==> config.mk <==
export PLATFORM = sky130hd
export DESIGN_NAME = seg7_scan_driver
export DESIGN_NICKNAME = d
export VERILOG_FILES = /design/src/rtl/seg7_pkg.sv /design/src/rtl/seg7_scan_driver_scan_tick_gen.sv /design/src/rtl/seg7_scan_driver.sv
export SDC_FILE = /design/constraint.sdc
export NUM_CORES = 1
export LEC_CHECK = 0
export ABC_AREA = 1
export CAP_MARGIN = 0
export CORE_UTILIZATION = 40
export CTS_BUF_LIST = sky130_fd_sc_hd__clkbuf_4
export CTS_CLUSTER_SIZE = 24
export DETAILED_ROUTE_END_ITERATION = 10
export PLACE_DENSITY = 0.64
export SYNTH_ARGS = -nofsm -noshare
export SYNTH_HDL_FRONTEND = slang
export SYNTH_SLANG_ARGS = --single-unit
==> constraint.sdc <==
create_clock -name clk_in -period 2.83 [get_ports clk_in]
set_clock_uncertainty 0.1 [all_clocks]
set_input_delay 0.4245 -clock clk_in [delete_from_list [all_inputs] [get_ports clk_in]]
set_output_delay 0.4245 -clock clk_in [all_outputs]
set_load 0.02 [all_outputs]
==> src/rtl/seg7_pkg.sv <==
// Shared 7-segment definitions: glyph table, blank pattern and scan phase type.
package seg7_pkg;

    localparam logic [6:0] SEG7_BLANK = 7'h00;

    typedef enum logic {PH_BLANK, PH_DRIVE} seg7_phase_e;

    // Segment order is gfedcba, bit 0 = segment a.
    function automatic logic [6:0] seg7_glyph(input logic [3:0] nibble);
        logic [6:0] glyph;
        case (nibble)
            4'h0:    glyph = 7'h3F;
            4'h1:    glyph = 7'h06;
            4'h2:    glyph = 7'h5B;
            4'h3:    glyph = 7'h4F;
            4'h4:    glyph = 7'h66;
            4'h5:    glyph = 7'h6D;
            4'h6:    glyph = 7'h7D;
            4'h7:    glyph = 7'h07;
            4'h8:    glyph = 7'h7F;
            4'h9:    glyph = 7'h6F;
            4'hA:    glyph = 7'h77;
            4'hB:    glyph = 7'h7C;
            4'hC:    glyph = 7'h39;
            4'hD:    glyph = 7'h5E;
            4'hE:    glyph = 7'h79;
            default: glyph = 7'h71;
        endcase
        return glyph;
    endfunction

endpackage

==> src/rtl/seg7_scan_driver_scan_tick_gen.sv <==
// Free-running modulo-DIV counter with a wrap strobe, shared by scanned I/O blocks.
module scan_tick_gen
    import seg7_pkg::*;
#(
    parameter  int DIV = 8192,
    localparam int CW  = (DIV > 1) ? $clog2(DIV) : 1
) (
    input  logic          i_clk,
    input  logic          i_rst_n,
    output logic [CW-1:0] o_cnt,
    output logic          o_wrap
);

    logic [CW-1:0] r_cnt;

    assign o_wrap = (r_cnt == CW'(DIV - 1));
    assign o_cnt  = r_cnt;

    always_ff @(posedge i_clk or negedge i_rst_n) begin
        if (!i_rst_n) begin
            r_cnt <= '0;
        end else if (o_wrap) begin
            r_cnt <= '0;
        end else begin
            r_cnt <= r_cnt + 1'b1;
        end
    end

endmodule

==> src/rtl/seg7_scan_driver.sv <==
// Time-multiplexed N-digit 7-segment driver with anti-ghost blanking per digit period.
// Optional leading-zero blanking is enabled by defining SEG7_LZB_EN.
module seg7_scan_driver
    import seg7_pkg::*;
#(
    parameter int NUM_DIGITS     = 4,
    parameter int SCAN_DIV       = 8192,
    parameter int BLANK_CYCLES   = 64,
    parameter int SEG_ACTIVE_LOW = 0,
    parameter int DIG_ACTIVE_LOW = 0
) (
    input  logic                    clk_in,
    input  logic                    reset_n,
    input  logic [4*NUM_DIGITS-1:0] value,
    input  logic [NUM_DIGITS-1:0]   dp_in,
    input  logic                    load,
    output logic [7:0]              seg_out,
    output logic [NUM_DIGITS-1:0]   digit_sel,
    output logic                    frame_start
);

    localparam int CW = (SCAN_DIV > 1) ? $clog2(SCAN_DIV) : 1;
    localparam int IW = (NUM_DIGITS > 1) ? $clog2(NUM_DIGITS) : 1;
    localparam int VW = 4 * NUM_DIGITS;
    localparam logic [CW:0] BLANK_END = (CW + 1)'(BLANK_CYCLES);
    localparam seg7_phase_e PH_START = (BLANK_CYCLES > 0) ? PH_BLANK : PH_DRIVE;

    logic [CW-1:0]         w_cnt;
    logic                  w_cnt_wrap;
    logic                  w_frame_wrap;
    logic [IW-1:0]         r_idx;
    logic [VW-1:0]         r_shadow_val;
    logic [NUM_DIGITS-1:0] r_shadow_dp;
    logic [VW-1:0]         r_disp_val;
    logic [NUM_DIGITS-1:0] r_disp_dp;
    logic                  r_frame_start;
    seg7_phase_e           r_phase;
    seg7_phase_e           w_phase_nxt;
    logic [3:0]            w_nib;
    logic                  w_show;
    logic [7:0]            w_seg_nxt;
    logic [NUM_DIGITS-1:0] w_sel_nxt;
    logic [7:0]            r_seg_p1;
    logic [NUM_DIGITS-1:0] r_sel_p1;

    scan_tick_gen #(
        .DIV (SCAN_DIV)
    ) u_tick (
        .i_clk   (clk_in),
        .i_rst_n (reset_n),
        .o_cnt   (w_cnt),
        .o_wrap  (w_cnt_wrap)
    );

    assign w_frame_wrap = w_cnt_wrap && (r_idx == IW'(NUM_DIGITS - 1));

    always_ff @(posedge clk_in or negedge reset_n) begin
        if (!reset_n) begin
            r_idx <= '0;
        end else if (w_cnt_wrap) begin
            r_idx <= w_frame_wrap ? '0 : r_idx + 1'b1;
        end
    end

    // A load coinciding with the frame wrap bypasses the shadow so it is not lost for a frame.
    always_ff @(posedge clk_in or negedge reset_n) begin
        if (!reset_n) begin
            r_shadow_val  <= '0;
            r_shadow_dp   <= '0;
            r_disp_val    <= '0;
            r_disp_dp     <= '0;
            r_frame_start <= 1'b0;
        end else begin
            if (load) begin
                r_shadow_val <= value;
                r_shadow_dp  <= dp_in;
            end
            if (w_frame_wrap) begin
                r_disp_val <= load ? value : r_shadow_val;
                r_disp_dp  <= load ? dp_in : r_shadow_dp;
            end
            r_frame_start <= w_frame_wrap;
        end
    end

    assign w_nib = r_disp_val[{r_idx, 2'b00} +: 4];

`ifdef SEG7_LZB_EN
    logic [IW-1:0] w_msd;

    always_comb begin
        w_msd = '0;
        for (int i = 1; i < NUM_DIGITS; i++) begin
            if (r_disp_val[4*i +: 4] != 4'h0) begin
                w_msd = IW'(i);
            end
        end
    end

    assign w_show = (r_idx <= w_msd);
`else
    assign w_show = 1'b1;
`endif

    always_ff @(posedge clk_in or negedge reset_n) begin
        if (!reset_n) begin
            r_phase <= PH_START;
        end else begin
            r_phase <= w_phase_nxt;
        end
    end

    // Phase tracks cnt: BLANK while cnt < BLANK_CYCLES, DRIVE for the rest of the period.
    always_comb begin
        w_phase_nxt = r_phase;
        w_seg_nxt   = '0;
        w_sel_nxt   = '0;
        if (w_cnt_wrap) begin
            w_phase_nxt = PH_START;
        end else if (({1'b0, w_cnt} + 1'b1) == BLANK_END) begin
            w_phase_nxt = PH_DRIVE;
        end
        if (r_phase == PH_DRIVE) begin
            w_sel_nxt = NUM_DIGITS'(1) << r_idx;
            w_seg_nxt = {r_disp_dp[r_idx], w_show ? seg7_glyph(w_nib) : SEG7_BLANK};
        end
    end

    always_ff @(posedge clk_in or negedge reset_n) begin
        if (!reset_n) begin
            r_seg_p1 <= '0;
            r_sel_p1 <= '0;
        end else begin
            r_seg_p1 <= w_seg_nxt;
            r_sel_p1 <= w_sel_nxt;
        end
    end

    assign seg_out     = (SEG_ACTIVE_LOW != 0) ? ~r_seg_p1 : r_seg_p1;
    assign digit_sel   = (DIG_ACTIVE_LOW != 0) ? ~r_sel_p1 : r_sel_p1;
    assign frame_start = r_frame_start;

endmodule

==> out/results.txt <==
Worst vdd ir: 0.000312 V
Worst hold path type: reg -> reg
Reg clk slew, reported paths: 0.10 ns
Critical Path AT: 2.42 ns
Die Footprint: 0.00842 mm²
DIE WIDTH: 91.7 µm
Commonest non-fill, non-tap cell in the layout: nand2_1
Initial core utilization: 0.415
TritonCTS clock tree: built
Max clock buf depth: 2
Synth Net Count: 425
Yosys warns: 0
Unrepaired setup endpoints after global routing: no
Clk sinks: 69
Antenna violations before repair: 0
Hold path depth: 2
Die height: 91.7 µm
Status: finished clean
Critical path type: reg -> reg
Vias in the first global route: 2481
Post-DR wirelength/cell: 11.4 µm
Number of port buffers: 35
Setup crit start: r_idx[0]$_DFFE_PN0N_
CP Max Fanout: 14
I/O pin total: 36
Register area share after synthesis: 0.536
Max-Cap Viols: 0
Max Slew Vio Count: 0
# Post-CTS Setup Buffers: 0
Ratio of cells with drive above 1 in the final layout: 0.0644
P per Cell Area: 494 mW/mm²
Dpl ws: 0.679 ns
Tot GR Track Use: 0.170
DR iter-0 viols: 120
Final Hold Fails: 0
Core ar.: 0.00777 mm²
CP endpoint kind: flip-flop
Crit start category: flip-flop
Worst hold path startpoint: r_shadow_val[10]$_DFF_PN0_
Nets: 464
Clk_lat worst skew: 0.41 ns
Synth Cell Area: 0.00322 mm²
Total gr overflow: 0
Rows: 32
Final period util: 0.782
Worst Tran Pin Value: 0.594 ns
Crit path time final: 2.21 ns
Cell total after placement: 520
Routability cong.: 0.851
Number of routed nets with antenna violations: 0
Post-DP HPWL: 4360 µm
Post-synthesis average cell area: 8.24 µm²
H-tree levels: 3
Inserted Diodes: 0
CTS buffer count: 9
Post-synth cell types: 26
Final hold slack: 0.377 ns
Setup TNS: 0 ns
Most frequent cells in the layout: nand2_1, dfrtp_1, clkdlybuf4s50_1
Reg2reg start: r_idx[0]$_DFFE_PN0N_
Fmax: 452 MHz
Vias per inst: 4.70
Total iterations of the first detailed-routing run: 4
Final wirelength: 6130 µm
Largest net degree at the start of global routing: 70
Worst r2r path cells: 9
Setup WS post-layout: 0.616 ns
Slew HR: 0.604
Power Total: 1900 µW
DRC viols: 0
Leakage power: 0.00197 µW
First-pass GRT wire length: 11200 µm
Root buffer cell: clkbuf_4
Via count: 2526
Synth-to-layout area growth: 19.5%
Final setup viols: 0
Cell count after synthesis: 391
Non-Filler Instances: 537
Req. time, crit path: 3.03 ns
Yosys reg bits: 69
-- worst max-delay path: stages, from the launching register on --
cell and delay (ns):
dfrtp_1 0.58, inv_1 0.30, nand2_1 0.13, nand3_1 0.07, nand2_1 0.18, inv_1 0.12
ha_1 0.23, nand2_1 0.09, a21oi_1 0.08, a211oi_1 0.22
-- metal layers --
layer  routed length (µm)  GRT usage
met1                 2850      0.217
met2                 2850      0.268
met3                  319     0.0564
met4                  111     0.0664
met5                    0          0
-- cell type report --
type	instances	area, µm²
repair buffers	39	390
multi-input cells	278	1300
well taps	102	128
clock inverters	5	98.8
flip-flops and latches	69	1730
fillers	772	3920
inverters	33	124
clock buffers	11	82.6
-- report_power, final --
part           internal (µW)  switching, µW
Combinational           41.9           50.4
Clock                    463            328
Sequential              1010           6.68
Total                   1520            385
-- kinds of logic (layout without fill, tap and decap cells) --
kind of cell,Yosys count,count (layout),share of synthesized area
AO/OA/AOI/OAI,30,30,0.0505
XOR/XNOR,1,1,0.00272
adder cells (fa/ha/maj),11,11,0.0427
buffers and inverters,44,88,0.0606
flip-flops,69,69,0.536
AND/OR/NAND/NOR,236,236,0.308
-- timing repair --
item                      CTS  global route
resized for setup           0             0
hold buffers                1             0
hold endpoints to repair   69             0
-- flip-flops by register name, indices dropped and copies added (netlist names) --
| name | count |
|---|---|
| u_tick.o_cnt | 13 |
| r_disp_val | 16 |
| r_disp_dp | 4 |
| frame_start | 1 |
| seg_out | 8 |
| r_idx | 2 |
| digit_sel | 4 |
| r_shadow_val | 16 |
| r_phase | 1 |
| r_shadow_dp | 4 |
-- cell usage after synthesis --
master / count / area share
buf_4: 1 / 0.0023
a211oi_1: 1 / 0.0023
nand3b_1: 1 / 0.0023
inv_1: 32 / 0.037
nand2_2: 2 / 0.0039
o21ai_0: 11 / 0.017
clkbuf_1: 4 / 0.0047
or2_4: 1 / 0.0027
o211ai_1: 3 / 0.0070
buf_2: 3 / 0.0047
nor2_1: 21 / 0.024
a21oi_1: 13 / 0.020
nand3_2: 1 / 0.0031
nor4_4: 1 / 0.0066
dfrtp_1: 69 / 0.54
nor2_8: 1 / 0.0062
inv_2: 1 / 0.0012
xor2_1: 1 / 0.0027
nand3_1: 19 / 0.030
o22ai_1: 2 / 0.0039
nor3_1: 4 / 0.0062
buf_6: 3 / 0.010
nand4_1: 3 / 0.0058
nand2_1: 180 / 0.21
ha_1: 11 / 0.043
nor2_4: 2 / 0.0070
-- stage by stage --
step / cell area (µm²) / utilization
final: 3850 / 0.496
after global routing: 3850 / 0.496
after CTS: 3850 / 0.496
after detailed placement: 3660 / 0.471
after global placement: 3660 / 0.471
after floorplan: 3220 / -
-- worst paths after layout --
check / to / slack (ns)
max in group asynchronous: u_tick.o_cnt[12]$_DFF_PN0_ / 1.88
min in group asynchronous: u_tick.o_cnt[4]$_DFF_PN0_ / 0.43
setup reg to reg: seg_out[3]$_DFF_PN0_ / 0.62
hold reg to reg: r_shadow_val[10]$_DFF_PN0_ / 0.38
hold / removal: r_shadow_val[10]$_DFF_PN0_ / 0.38
setup / recovery: seg_out[3]$_DFF_PN0_ / 0.62
Power figures use the tool's default switching activity.
